$ cat src/rtl/qspi_mem_arb.sv
// qspi_mem_arb: shares the QSPI engine between fetch (M0) and data (M1).
// Optional watchdog on stalled engine: define QSPI_ARB_TIMEOUT_EN.
module qspi_mem_arb #(
  parameter int AW         = 24,
  parameter int DW         = 8,
  parameter int STARVE_MAX = 4,
  parameter int TIMEOUT    = 255
) (
  input  logic          CLK,
  input  logic          RES_N,
  input  logic          M0_REQ,
  input  logic          M0_WE,
  input  logic [AW-1:0] M0_ADDR,
  input  logic [DW-1:0] M0_WDATA,
  output logic [DW-1:0] M0_RDATA,
  output logic          M0_ACK,
  input  logic          M1_REQ,
  input  logic          M1_WE,
  input  logic [AW-1:0] M1_ADDR,
  input  logic [DW-1:0] M1_WDATA,
  output logic [DW-1:0] M1_RDATA,
  output logic          M1_ACK,
  output logic          S_REQ,
  output logic          S_WE,
  output logic [AW-1:0] S_ADDR,
  output logic [DW-1:0] S_WDATA,
  input  logic [DW-1:0] S_RDATA,
  input  logic          S_ACK,
  output logic          ERR
);

  typedef enum logic [1:0] {
    IDLE,
    BUSY,
    DONE
  } state_t;

  localparam logic [3:0] SMAX = 4'(STARVE_MAX);

  if (STARVE_MAX < 1 || STARVE_MAX > 15 || TIMEOUT < 1) begin : g_cfg_chk
    $error("qspi_mem_arb: STARVE_MAX must be 1..15, TIMEOUT >= 1");
  end

  state_t        r_state;
  state_t        w_next;
  logic          r_win0;
  logic [3:0]    r_starve;
  logic          r_s_req;
  logic          r_s_we;
  logic [AW-1:0] r_s_addr;
  logic [DW-1:0] r_s_wdata;
  logic [DW-1:0] r_m0_rdata;
  logic [DW-1:0] r_m1_rdata;
  logic          r_m0_ack;
  logic          r_m1_ack;
  logic          w_grant;
  logic          w_pick0;
  logic          w_cmpl;
  logic          w_tmo;
  logic          w_wdog_hit;
  logic [DW-1:0] w_rd;

`ifdef QSPI_ARB_TIMEOUT_EN
  localparam int TW =
    ($clog2(TIMEOUT + 1) > 8) ? $clog2(TIMEOUT + 1) : 8;

  logic [TW-1:0] r_wdog;
  logic          r_err;

  assign w_wdog_hit = (r_wdog == TW'(TIMEOUT));
  assign ERR        = r_err;

  // Watchdog counts BUSY cycles; error flag is sticky until reset.
  always_ff @(posedge CLK) begin
    if (!RES_N) begin
      r_wdog <= '0;
      r_err  <= 1'b0;
    end else begin
      if (r_state != BUSY) r_wdog <= '0;
      else if (!w_wdog_hit) r_wdog <= r_wdog + 1'b1;
      if (w_tmo) r_err <= 1'b1;
    end
  end
`else
  assign w_wdog_hit = 1'b0;
  assign ERR        = 1'b0;
`endif

  assign w_rd = w_tmo ? '1 : S_RDATA;

  // Next state plus grant/complete strobes; S_ACK wins over expiry.
  always_comb begin
    w_next  = r_state;
    w_grant = 1'b0;
    w_pick0 = 1'b0;
    w_cmpl  = 1'b0;
    w_tmo   = 1'b0;
    unique case (r_state)
      IDLE: begin
        if (M0_REQ || M1_REQ) begin
          w_grant = 1'b1;
          w_pick0 = M0_REQ && (!M1_REQ || r_starve == SMAX);
          w_next  = BUSY;
        end
      end
      BUSY: begin
        if (S_ACK) begin
          w_cmpl = 1'b1;
          w_next = DONE;
        end else if (w_wdog_hit) begin
          w_tmo  = 1'b1;
          w_next = DONE;
        end
      end
      DONE:    w_next = IDLE;
      default: w_next = IDLE;
    endcase
  end

  // State, latched engine request, starvation count and master returns.
  always_ff @(posedge CLK) begin
    if (!RES_N) begin
      r_state    <= IDLE;
      r_win0     <= 1'b0;
      r_starve   <= '0;
      r_s_req    <= 1'b0;
      r_s_we     <= 1'b0;
      r_s_addr   <= '0;
      r_s_wdata  <= '0;
      r_m0_rdata <= '0;
      r_m1_rdata <= '0;
      r_m0_ack   <= 1'b0;
      r_m1_ack   <= 1'b0;
    end else begin
      r_state  <= w_next;
      r_m0_ack <= 1'b0;
      r_m1_ack <= 1'b0;
      if (w_grant) begin
        r_win0    <= w_pick0;
        r_s_req   <= 1'b1;
        r_s_we    <= w_pick0 ? M0_WE : M1_WE;
        r_s_addr  <= w_pick0 ? M0_ADDR : M1_ADDR;
        r_s_wdata <= w_pick0 ? M0_WDATA : M1_WDATA;
        if (w_pick0 || !M0_REQ) r_starve <= '0;
        else if (r_starve != SMAX) r_starve <= r_starve + 4'd1;
      end
      if (w_cmpl || w_tmo) begin
        r_s_req <= 1'b0;
        if (r_win0) begin
          r_m0_rdata <= w_rd;
          r_m0_ack   <= 1'b1;
        end else begin
          r_m1_rdata <= w_rd;
          r_m1_ack   <= 1'b1;
        end
      end
    end
  end

  assign S_REQ    = r_s_req;
  assign S_WE     = r_s_we;
  assign S_ADDR   = r_s_addr;
  assign S_WDATA  = r_s_wdata;
  assign M0_RDATA = r_m0_rdata;
  assign M1_RDATA = r_m1_rdata;
  assign M0_ACK   = r_m0_ack;
  assign M1_ACK   = r_m1_ack;

endmodule

$ cat config.mk
export PLATFORM = sky130hd
export DESIGN_NAME = qspi_mem_arb
export DESIGN_NICKNAME = d
export VERILOG_FILES = /design/src/rtl/qspi_mem_arb.sv
export SDC_FILE = /design/constraint.sdc
export NUM_CORES = 1
export LEC_CHECK = 0
export ABC_AREA = 0
export BUFFER_PORTS_ARGS = -buffer_cell sky130_fd_sc_hd__buf_2
export CORE_UTILIZATION = 35
export DETAILED_ROUTE_END_ITERATION = 8
export GPL_ROUTABILITY_DRIVEN = 0
export GPL_TIMING_DRIVEN = 0
export PLACE_DENSITY = 0.69
export SYNTH_ARGS = -nofsm -noshare
export SYNTH_HDL_FRONTEND = slang
export SYNTH_SLANG_ARGS = --single-unit
$ cat constraint.sdc
create_clock -name CLK -period 2.2 [get_ports CLK]
set_input_delay 0.11 -clock CLK [delete_from_list [all_inputs] [get_ports CLK]]
set_output_delay 0.11 -clock CLK [all_outputs]
set_load 0.02 [all_outputs]
==> impl_metrics.ini <==
[logic_synthesis]
synth_top_area_share_pct = 42.8
netlist_top_cells_count = dfxtp_1 (59), a21oi_1 (43), inv_1 (37)
mappedNetlistNets = 386
synth_most_common_cell = dfxtp_1
synthesis.area_um2 = 2760
synthFlopType = dfxtp_1
avgSynthCellArea_um2 = 9.05
synth_top_cell_by_area = dfxtp_1
netlist_instances = 305
ys_seq_area_share_pct = 42.8
async_reset_ff_share_pct = 0
ys_seq_elements = 59
synth_area_leaders = dfxtp_1 (43%), a2111oi_2 (11%), a21oi_1 (7.8%)
yosysWarnings = 0
synth_edf_count = 0
synth_cell_type_count = 33

[setup_path]
critPathCaptureType = flop
r2r_start = r_starve[0]
r2r_end = S_WDATA[6]
worst-setup-path-type = flop to flop
critPathMaxFanout = 10
cp-start-kind = flop
startpoint = r_starve[0]
reg2regPathDepth = 6
crit_end = S_WDATA[6]
max_stage_delay_ns = 0.49
r2r_setup_slack_ns = 0.34
critPathArrivalTime_ns = 2.04
cpMaxStageDelayCell = a211oi_4
crit_required_ns = 2.38
cp_cell_sequence = inv_1, ha_1, nand3b_1, a211oi_4, buf_4, a2111oi_2

[sta]
worstMarginPinSlew_ns = 0.700
post-route-period-util_pct = 84.6
slew_violations = 0
skew_ns = 0.0131
setup_viol = 0
max_clock_freq_mhz = 538
whs_ns = 0.0115
fin_crit_ns = 1.86
tns_ns = 0
hold_viol_final = 0
rsz0062_at_grt = false
slew_headroom_pct = 53.3

[route]
routedWlPerCell_um = 13.4
ant_nets = 0
vias = 2757
dr.pass1.iters = 7
drt_iter0_markers = 57
viasPerCell = 4.93
drc = 0
drt-total-wl_um = 7470

[die]
core-area_um2 = 7690
fp-row-count = 32
die_height_um = 90.8
die_x_um = 90.8
start_util_pct = 35.9
num_io_pins = 132
die-area_um2 = 8240

[clock_tree]
clk_path_buf_depth = 2
htree_num_levels = 3
numCtsBuffers = 9
cts_tree = built
clock-sinks = 59
cts_root_buf = clkbuf_8
cts.clk_slew.worst_paths_ns = 0.08
cts-resized-gates = 0
cts_setup_buffers = 0
clk_latency_ns = 0.34

[power_and_ir_drop]
leakage_nw = 1.76
p_per_area_nw_per_um2 = 751
power_mw = 2.86
peakVddDrop_mv = 0.363

[global_route]
grtUsageTotal_pct = 18.1
grt_pass1_wl_um = 12000
grt_max_degree = 13
grt_antenna_before_repair = 0
grt_overflow_total = 0
grt_pass1_vias = 2634

[finish]
nFillCells = 736
fin_nets = 533
drive_gt1_share_pct = 41.8
diodes = 0
syn2layout_area_growth_pct = 38.0

[run_status]
outcome = finished, final reports clean

[run]
maxCapViolCount = 0

[min_path]
hold_class = input pin to flop

[placement]
portBuffers = 130
hpwl_um = 5450
-- cells by family (layout without fill, tap and decap cells) --
kind of cell             Yosys count  after routing  synth area share [%]
adder cells (fa/ha/maj)            2              2                 0.907
multiplexers                       8              8                  2.90
AO/OA/AOI/OAI                     86             86                  26.1
AND/OR/NAND/NOR                   83             83                  15.8
other                              1              1                 0.136
buffers and inverters             66            218                  11.4
flip-flops                        59             59                  42.8
-- per-layer routing --
metal / part of all wire [%] / GRT usage (%)
met3: 5.6 / 5.22
met2: 48 / 31.6
met5: 0 / 0
met4: 1.1 / 5.56
met1: 45 / 21.2
-- worst min-delay path by stage --
stage,from,endpoint,slack (ns),cells past startpoint
after floorplan,RES_N,r_win0,0.23,1
after global placement,M0_ADDR[14],S_ADDR[14],0.36,3
after detailed placement,M0_ADDR[7],S_ADDR[7],0.36,3
after CTS,S_RDATA[2],M0_RDATA[2],0.001,3
after global routing,S_RDATA[6],M0_RDATA[6],0.004,3
final,S_RDATA[1],M0_RDATA[1],0.01,3
-- critical path: cells and delay by family, from the launching register on --
family | cells | cell delay (ns)
AOI/OAI and AO/OA | 2 | 0.59
DFF | 1 | 0.35
and+or+nand+nor | 1 | 0.22
adders and majority gates | 1 | 0.17
buffers and inverters | 2 | 0.38
-- repair_timing --
action | in CTS | in global routing
hold buffers | 6 | 0
hold endpoints to repair | 6 | 0
setup endpoints to repair | 0 | 0
-- flip-flops by register name (all words and copies together), names as in the netlist --
name and count:
M1_ACK 1, S_REQ 1, r_starve 4, r_win0 1, S_WDATA 8, S_WE 1, S_ADDR 24, M0_ACK 1
M1_RDATA 8, r_state 2, M0_RDATA 8
-- power by group --
group          internal (mW)  switching, mW  leakage, nW
Clock                  0.566          0.480        0.103
Sequential              1.15         0.0447        0.486
Combinational          0.256          0.359         1.17
Total                   1.98          0.884         1.76
-- layout make-up --
class	instances	area [µm²]	share of cell area (%)
Inverter	37	139	3.65
Clock buffer	10	138	3.61
Timing Repair Buffer	136	711	18.7
Sequential cell	59	1180	31.0
Buffer	29	175	4.60
Clock inverter	6	72.6	1.91
Multi-Input combinational cell	180	1260	33.2
Tap cell	102	128	3.35
-- placed cells by master, fill, tap and decap left out, types with 2 or more instances in the layout --
cell type,synthesis,final
buf_4,6,6
nand2_1,16,16
a2111oi_1,10,10
nand3b_1,2,2
nand4_1,3,3
inv_6,0,2
buf_2,11,141
dfxtp_1,59,59
mux2i_1,8,8
clkinv_4,0,2
and4b_1,3,3
ha_1,2,2
nor3_1,34,34
o21a_1,2,2
nand3_1,2,2
o21ai_0,4,4
a2111oi_2,20,20
a2111oi_0,3,3
clkbuf_1,8,8
nand4b_1,3,3
dlygate4sd3_1,0,6
a21oi_1,43,43
inv_1,37,37
buf_6,4,4
nor2_1,12,12
clkbuf_8,0,10
and2_1,2,2
a31oi_1,2,2
-- metrics by stage --
step	cell area, µm²	worst slack, ns	util [%]	cells
final	3810	0.340	49.5	559
after global routing	3810	0.214	49.5	559
after CTS	3810	0.327	49.5	559
after detailed placement	3540	0.344	46.0	537
after global placement	3540	0.351	46.0	537
after floorplan	2760	0.625	-	305
Note: power is estimated with default switching activity, not from simulation.
